**src/rtl/i2s_slave_pkg.sv**
```systemverilog
// ----------------------------------------------------------------------------
// i2s_slave_pkg
// Shared definitions for the I2S slave SDMA request logic: default parameter
// values, the request controller state encoding and the wait-counter width
// helper.
// ----------------------------------------------------------------------------
package i2s_slave_pkg;

   localparam int unsigned DefLvlW   = 9;
   localparam int unsigned DefTmoCyc = 1023;

   typedef enum logic [2:0] {
      StIdle  = 3'd0,
      StReq   = 3'd1,
      StXfer  = 3'd2,
      StCplt  = 3'd3,
      StErr   = 3'd4
   } sdma_state_e;

   // Bits needed to hold the values 0..max_val.
   function automatic int unsigned tmo_cnt_w(input int unsigned max_val);
      int unsigned w;
      w = $clog2(max_val + 1);
      return (w == 0) ? 1 : w;
   endfunction

endpackage

```
**src/rtl/sdma_tmo_cnt.sv**
```systemverilog
// ----------------------------------------------------------------------------
// sdma_tmo_cnt
// Saturating wait counter for the SDMA request phase.
//   WB_CLK   : clock (rising edge)
//   WB_RST_n : asynchronous active-low reset
//   i_clr    : synchronous clear, has priority over i_en
//   i_en     : count enable
//   o_tc     : terminal count; high while enabled in the cycle at whose end
//              the count reaches TMO_CYC
// ----------------------------------------------------------------------------
module sdma_tmo_cnt
   import i2s_slave_pkg::*;
#(
   parameter int unsigned TMO_CYC = DefTmoCyc
) (
   input  logic WB_CLK,
   input  logic WB_RST_n,
   input  logic i_clr,
   input  logic i_en,
   output logic o_tc
);

   localparam int unsigned     CntW    = tmo_cnt_w(TMO_CYC);
   localparam logic [CntW-1:0] CntMax  = CntW'(TMO_CYC);
   localparam logic [CntW-1:0] CntLast = CntW'(TMO_CYC - 1);

   logic [CntW-1:0] r_cnt;

   always_ff @(posedge WB_CLK or negedge WB_RST_n) begin
      if (!WB_RST_n) begin
         r_cnt <= '0;
      end else if (i_clr) begin
         r_cnt <= '0;
      end else if (i_en && (r_cnt != CntMax)) begin
         r_cnt <= r_cnt + 1'b1;
      end
   end

   // Flag one cycle early so the state change lands on the edge where the
   // count reaches TMO_CYC; stays high once saturated.
   assign o_tc = i_en && !i_clr && (r_cnt >= CntLast);

endmodule

```
**src/rtl/i2s_sdma_ctrl.sv**
```systemverilog
// ----------------------------------------------------------------------------
// i2s_sdma_ctrl
// SDMA request controller for the I2S slave RX FIFO. Issues a burst request
// when the FIFO level meets the threshold, or a single request when a flush
// is pending on a partial FIFO, then tracks the transfer to completion.
//   WB_CLK, WB_RST_n      : clock, asynchronous active-low reset
//   Enable_i              : DMA service enable
//   Flush_i               : drain request for a partial FIFO (level-sensitive)
//   Thresh_i              : burst threshold in words (0 = never)
//   Fifo_Level_i          : RX FIFO fill level
//   SDMA_Active_i         : SDMA channel has accepted the request
//   SDMA_Done_i           : transfer-complete pulse
//   Intr_Clr_i            : clears both sticky interrupts
//   SDMA_Req_o/Sreq_o     : registered burst / single request
//   DMA_Intr_o/Tmo_Intr_o : sticky completion / timeout interrupts
//   Busy_o                : controller not idle
//   Xfer_Cnt_o            : completed transfer count (wraps)
// ----------------------------------------------------------------------------
module i2s_sdma_ctrl
   import i2s_slave_pkg::*;
#(
   parameter int unsigned LVL_W   = DefLvlW,
   parameter int unsigned TMO_CYC = DefTmoCyc
) (
   input  logic             WB_CLK,
   input  logic             WB_RST_n,
   input  logic             Enable_i,
   input  logic             Flush_i,
   input  logic [LVL_W-1:0] Thresh_i,
   input  logic [LVL_W:0]   Fifo_Level_i,
   input  logic             SDMA_Active_i,
   input  logic             SDMA_Done_i,
   input  logic             Intr_Clr_i,
   output logic             SDMA_Req_o,
   output logic             SDMA_Sreq_o,
   output logic             DMA_Intr_o,
   output logic             Tmo_Intr_o,
   output logic             Busy_o,
   output logic [15:0]      Xfer_Cnt_o
);

   sdma_state_e r_state, w_state_nxt;
   logic        r_burst, w_burst_nxt;
   logic        r_burst_hit, r_flush_hit;
   logic        r_req, r_sreq;
   logic        r_done_pend;
   logic        r_dma_intr, r_tmo_intr;
   logic [15:0] r_xfer_cnt;
   logic        w_burst_hit, w_flush_hit;
   logic        w_tmo_tc;

   // Trigger conditions are registered first; together with the registered
   // request this gives the two-cycle request latency.
   assign w_burst_hit = Enable_i && (Thresh_i != '0) && (Fifo_Level_i >= {1'b0, Thresh_i});
   assign w_flush_hit = Enable_i && Flush_i && (Fifo_Level_i != '0);

   sdma_tmo_cnt #(
      .TMO_CYC (TMO_CYC)
   ) u_tmo_cnt (
      .WB_CLK   (WB_CLK),
      .WB_RST_n (WB_RST_n),
      .i_clr    (r_state != StReq),
      .i_en     (r_state == StReq),
      .o_tc     (w_tmo_tc)
   );

   always_comb begin
      w_state_nxt = r_state;
      w_burst_nxt = r_burst;
      case (r_state)
         StIdle: begin
            if (Enable_i && r_burst_hit) begin
               w_state_nxt = StReq;
               w_burst_nxt = 1'b1;
            end else if (Enable_i && r_flush_hit) begin
               w_state_nxt = StReq;
               w_burst_nxt = 1'b0;
            end
         end
         StReq: begin
            // Disable is checked ahead of the timeout so it wins a tie.
            if (SDMA_Active_i) begin
               w_state_nxt = StXfer;
            end else if (!Enable_i) begin
               w_state_nxt = StIdle;
            end else if (w_tmo_tc) begin
               w_state_nxt = StErr;
            end
         end
         StXfer: begin
            if (SDMA_Done_i || r_done_pend) begin
               w_state_nxt = StCplt;
            end
         end
         StCplt:  w_state_nxt = StIdle;
         StErr:   w_state_nxt = StIdle;
         default: w_state_nxt = StIdle;
      endcase
   end

   always_ff @(posedge WB_CLK or negedge WB_RST_n) begin
      if (!WB_RST_n) begin
         r_state     <= StIdle;
         r_burst     <= 1'b0;
         r_burst_hit <= 1'b0;
         r_flush_hit <= 1'b0;
         r_req       <= 1'b0;
         r_sreq      <= 1'b0;
         r_done_pend <= 1'b0;
      end else begin
         r_state     <= w_state_nxt;
         r_burst     <= w_burst_nxt;
         r_burst_hit <= w_burst_hit;
         r_flush_hit <= w_flush_hit;
         r_req       <= (w_state_nxt == StReq) && w_burst_nxt;
         r_sreq      <= (w_state_nxt == StReq) && !w_burst_nxt;
         // Done arriving on the same edge as Active would otherwise be lost.
         r_done_pend <= (r_state == StReq) && SDMA_Active_i && SDMA_Done_i;
      end
   end

   // Setting has priority over Intr_Clr_i.
   always_ff @(posedge WB_CLK or negedge WB_RST_n) begin
      if (!WB_RST_n) begin
         r_dma_intr <= 1'b0;
         r_tmo_intr <= 1'b0;
         r_xfer_cnt <= '0;
      end else begin
         if (r_state == StCplt) begin
            r_dma_intr <= 1'b1;
            r_xfer_cnt <= r_xfer_cnt + 16'd1;
         end else if (Intr_Clr_i) begin
            r_dma_intr <= 1'b0;
         end
         if (r_state == StErr) begin
            r_tmo_intr <= 1'b1;
         end else if (Intr_Clr_i) begin
            r_tmo_intr <= 1'b0;
         end
      end
   end

   assign SDMA_Req_o  = r_req;
   assign SDMA_Sreq_o = r_sreq;
   assign DMA_Intr_o  = r_dma_intr;
   assign Tmo_Intr_o  = r_tmo_intr;
   assign Busy_o      = (r_state != StIdle);
   assign Xfer_Cnt_o  = r_xfer_cnt;

endmodule

```
**config.mk**
```make
export PLATFORM = sky130hd
export DESIGN_NAME = i2s_sdma_ctrl
export DESIGN_NICKNAME = d
export VERILOG_FILES = /design/src/rtl/i2s_slave_pkg.sv /design/src/rtl/sdma_tmo_cnt.sv /design/src/rtl/i2s_sdma_ctrl.sv
export SDC_FILE = /design/constraint.sdc
export NUM_CORES = 1
export LEC_CHECK = 0
export CAP_MARGIN = 20
export CORE_MARGIN = 2
export CORE_UTILIZATION = 45
export DETAILED_ROUTE_END_ITERATION = 7
export PLACE_DENSITY = 0.71
export SETUP_SLACK_MARGIN = 0.4
export SYNTH_ARGS = -nofsm -noshare
export SYNTH_HDL_FRONTEND = slang
export SYNTH_SLANG_ARGS = --single-unit
```
**constraint.sdc**
```tcl
create_clock -name WB_CLK -period 1.9 [get_ports WB_CLK]
set_input_delay 0.285 -clock WB_CLK [delete_from_list [all_inputs] [get_ports WB_CLK]]
set_output_delay 0.285 -clock WB_CLK [all_outputs]
set_load 0.05 [all_outputs]
```
### Yosys cells after proc, flatten, opt, wreduce, memory -nomap -nowiden

Index checks and enable logic that the tools add are counted.

* register bits: 37
* input port bits: 26
* output and inout bits: 21
* word-level logic and storage cells: 60

* add/sub/neg operators: 2
* order comparisons: 2
* equal/unequal tests: 7
* muxes and demuxes: 15
* reductions and logical operators: 23

Operator list (number)
* 10-bit two-way mux: 2
* 3-bit two-way mux: 6
* 16-bit by 1-bit adder with 16-bit output, second input constant: 1
* 1-bit logical AND: 13
* 10-bit by 1-bit adder with 10-bit output, second input constant: 1
* 10-bit >= comparator, second input constant: 1
* 10-bit by 9-bit >= comparator with 1-bit output: 1
* 10-bit inequality test, second input constant: 1
* 10-bit nonzero test: 1
* 3-bit case mux with 3 select lines: 1
* 9-bit nonzero test: 1
* 3-bit by 1-bit == test with 1-bit output, second input constant: 2
* 3-bit by 2-bit == test with 1-bit output, second input constant: 2
* 1-bit two-way mux: 6
* 2-bit nonzero test: 3
* 3-bit == test, second input constant: 1
* 3-bit zero test: 1
* 3-bit by 1-bit inequality test with 1-bit output, second input constant: 1
* 3-bit nonzero test: 1
* 1-bit zero test: 2
* 1-bit logical OR: 1

### Longest topological paths before layout

* word-level depth: 10
* depth in mapped cells: 6
* depth with buffers taken out: 6

### Hierarchy

From an unflattened synthesis, not the netlist that was laid out.

* cell total of the unflattened synthesis: 209
* area, all modules: 2085.8 sq um

Modules (own cells, without submodules)
* i2s_sdma_ctrl: times used 1, cells each 137, area an instance 1431.4 sq um, sequential area each 675.6 sq um
* sdma_tmo_cnt: times used 1, cells each 72, area an instance 654.4 sq um, sequential area each 250.2 sq um

### Worst setup path after synthesis

Ideal clock, no wire load.

* path type: register to register
* start point: reg r_xfer_cnt[2] (netlist: Xfer_Cnt_o[2])
* end point: reg r_xfer_cnt[13] (netlist: Xfer_Cnt_o[13])
* setup time: 0.141 ns
* arrival: 1.568 ns
* data required time: 1.759 ns
* path slack: 0.191 ns
* stages on the path, launching flop included: 5
* path buffers: 0
* clock period less this slack: 1.709 ns
* cells stage by stage: dfrtp_1 nand4_1 nor4_4 nand3_1 xnor2_1

* longest elaborated chain between the ends: 1

Ends and longest elaborated chain
* start: declaration: RTL line i2s_sdma_ctrl.sv:48 `logic [15:0] r_xfer_cnt;`
* start signal: assignment: RTL line i2s_sdma_ctrl.sv:131 `r_xfer_cnt <= r_xfer_cnt + 16'd1;`
* 16-bit by 1-bit adder with 16-bit output: RTL line i2s_sdma_ctrl.sv:131

No other way between the ends.
A chain may end at the register's enable or synchronous reset.

### Final worst setup path

* start point: reg r_state[0]
* end point: out Busy_o

* longest elaborated chain between the ends: 1

Ends and longest elaborated chain
* start: declaration: RTL line i2s_sdma_ctrl.sv:42 `sdma_state_e r_state, w_state_nxt;`
* start signal: assignment: RTL line i2s_sdma_ctrl.sv:103 `r_state <= StIdle;`
* start signal: assignment: RTL line i2s_sdma_ctrl.sv:111 `r_state <= w_state_nxt;`
* 3-bit nonzero test: RTL line i2s_sdma_ctrl.sv:147 `assign Busy_o = (r_state != StIdle);`
* end: declaration: RTL line i2s_sdma_ctrl.sv:38 `output logic Busy_o,`

No other way between the ends.

==> flow_metrics.env <==
export IMPL_vias=1643
export IMPL_grt_max_degree=38
export IMPL_critPathBufInv=1
export IMPL_cp_arrival_ns=1.26
export IMPL_grt_pass1_vias=1630
export IMPL_dp_hpwl_um=2840
export IMPL_top_usage_layer="met2"
export IMPL_die_w_um=70.9
export IMPL_num_rows=24
export IMPL_dr_pass1_iters=4
export IMPL_post_route_drc_count=0
export IMPL_drive_above_1_share_pct=26.6
export IMPL_cap_violations=0
export IMPL_period_minus_slack_ns=1.55
export IMPL_ctsHoldBuffers=0
export IMPL_wl_um=4160
export IMPL_io_buffers=46
export IMPL_die_h_um=70.9
export IMPL_r2r_setup_slack_ns=0.43
export IMPL_vias_per_cell=5.33
export IMPL_met2_usage_pct=29.8
export IMPL_yosysMostFrequentCell="dfrtp_1"
export IMPL_core_area_um2=4320
export IMPL_cp_end_kind="output port"
export IMPL_synthCells=192
export IMPL_place_area_um2=2560
export IMPL_final_area_um2=2810
export IMPL_final_util_pct=65.0
export IMPL_n_antenna_cell=0
export IMPL_async_reset_ff_share_pct=100
export IMPL_yosysWarnings=0
export IMPL_syn_nets=230
export IMPL_post_drt_wl_per_cell_um=13.5
export IMPL_vdd_ir_drop_worst_uv=443
export IMPL_netlist_area_leader_share_pct=46.0
export IMPL_htree_levels=2
export IMPL_path_delay_family="flip-flops"
export IMPL_use_met1_pct=20.8
export IMPL_initial_utilization_pct=46.5
export IMPL_path_max_fanout=2
export IMPL_dieArea_um2=5020
export IMPL_path_class="reg2out"
export IMPL_grt_pass1_wl_um=6900
export IMPL_synth_edf_count=0
export IMPL_synth_seq_cells=37
export IMPL_clockRootBuffer="clkbuf_8"
export IMPL_cp_start_kind="flop"
export IMPL_cts_buffers_inserted=5
export IMPL_clock_latency_ns=0.30
export IMPL_hold_viol_final=0
export IMPL_grt_ovfl_total=0
export IMPL_ys_flop_type="dfrtp_1"
export IMPL_grt_use_met3_pct=3.85
export IMPL_synth_avg_cell_area_um2=10.5
export IMPL_p_leak_nw=1.31
export IMPL_tightest_slew_ns=0.494
export IMPL_setup_viol=0
export IMPL_fmax_mhz=646
export IMPL_synth_cell_types=47
export IMPL_syn_cell_area_um2=2010
export IMPL_finalMaxSlewViolations=0
export IMPL_clk_path_buf_depth=2
export IMPL_final_net_count=293
export IMPL_drtIter0Drc=53
export IMPL_relSlewSlack_pct=67.2
export IMPL_antenna_found_initial=0
export IMPL_slowest_delay_ns=0.43
export IMPL_powerDensity_nw_per_um2=1040
export IMPL_io_pins=47
export IMPL_rsz0062_at_grt="yes"
export IMPL_yosys_top_cells_count="37 x dfrtp_1, 17 x nand2_1, 14 x inv_1"
export IMPL_cts_sinks=37
export IMPL_synth_area_leader_cell="dfrtp_1"
export IMPL_status="complete, no violations"
export IMPL_cp_required_ns=1.62
export IMPL_slowest_stage="dfrtp_2"
export IMPL_yosysSeqAreaShare_pct=46.0
export IMPL_track_usage_pct=17.1
export IMPL_cts_tree="built"
export IMPL_area_growth_pct=39.8
export IMPL_ant_nets=0
export IMPL_period_share_pct=81.5
export IMPL_fin_hold_ws_ns=0.409
export IMPL_fill_cells=349
export IMPL_worst_clock_skew_ns=0.0139
export IMPL_path_clk_slew_ns=0.08
export IMPL_largest_reg_flops=16
export IMPL_crit_chain="or3_4, buf_8"
export IMPL_gp_congestion=0.855
export IMPL_hp_class="in2async"
export IMPL_synth_area_leaders="dfrtp_1 46%, ha_1 7.5%, xnor2_1 5.7%"
[metal layers]
layer,routed length (um),share of wire (%)
met5,0,0
met4,53,1.3
met3,233,5.6
met2,2070,50
met1,1800,43
[where the power goes]
group          leakage [nW]  switching [mW]  internal (mW)
logic                 0.760           0.642          0.479
registers             0.484          0.0838          0.909
clock network        0.0687           0.292          0.528
[what timing repair did]
| item | 4_1_cts | 5_1_grt |
|---|---|---|
| resized for setup | 51 | 26 |
| pin swaps | 2 | 9 |
| setup endpoints to repair | 32 | 25 |
| buffers inserted | 3 | 5 |
[final timing paths]
| path | startpoint | endpoint | cells past startpoint |
|---|---|---|---|
| max | r_state[0]$_DFF_PN0_ | Busy_o | 2 |
| min | WB_RST_n | Xfer_Cnt_o[11]$_DFFE_PN0P_ | 2 |
| max reg2reg | u_tmo_cnt.r_cnt[4]$_DFFE_PN0P_ | SDMA_Req_o$_DFF_PN0_ | 4 |
| min reg2reg | Xfer_Cnt_o[15]$_DFFE_PN0P_ | Xfer_Cnt_o[15]$_DFFE_PN0P_ | 1 |
| max in group asynchronous | WB_RST_n | r_state[0]$_DFF_PN0_ | 2 |
| min in group WB_CLK | Xfer_Cnt_o[15]$_DFFE_PN0P_ | Xfer_Cnt_o[15]$_DFFE_PN0P_ | 1 |
[through the flow]
step | worst slack (ns) | TNS (ns) | instances | power (mW)
2_1_floorplan | 0.409 | 0 | 192 | 1.63
3_3_place_gp | -0.0785 | -0.0785 | 292 | 1.94
3_5_place_dp | -0.0832 | -0.0832 | 292 | 1.95
4_1_cts | 0.340 | 0 | 303 | 2.87
5_1_grt | 0.333 | 0 | 308 | 3.07
6_report | 0.352 | 0 | 308 | 2.94
[cell usage in the layout (no fill, tap or decap), drive strengths merged, types with 3 or more instances in the layout]
master / netlist / final
clkbuf: 0 / 14
dfrtp: 37 / 37
nor2: 10 / 10
dlygate4sd2: 0 / 6
a21oi: 6 / 6
nand3: 9 / 9
and3: 6 / 6
xor2: 6 / 6
nand2: 17 / 17
nor3: 7 / 7
inv: 14 / 15
and4: 3 / 3
ha: 12 / 12
nor4: 5 / 5
clkdlybuf4s15: 0 / 8
buf: 3 / 14
xnor2: 13 / 13
o211ai: 4 / 4
a211oi: 6 / 6
nand4: 4 / 4
clkdlybuf4s50: 0 / 20
[cell families (layout without fill, tap and decap cells)]
group	after synthesis	in the layout	synth area share [%]
DFF	37	37	46.0
and+or+nand+nor	75	75	22.6
xor gates and xnor gates	19	19	8.27
buffers and inverters	17	81	3.79
AOI/OAI and AO/OA	32	32	11.8
adders and majority gates	12	12	7.46
[cell type report]
cell class | count | area (um^2) | share of cell area, %
tap | 52 | 65.1 | 2.31
clock buffer | 5 | 68.8 | 2.45
clock inverter | 3 | 68.8 | 2.45
sequential | 37 | 941 | 33.5
timing repair buffer | 59 | 533 | 19.0
inverter | 14 | 52.6 | 1.87
multi-input combinational | 138 | 1080 | 38.5
Power figures use the tool's default switching activity.
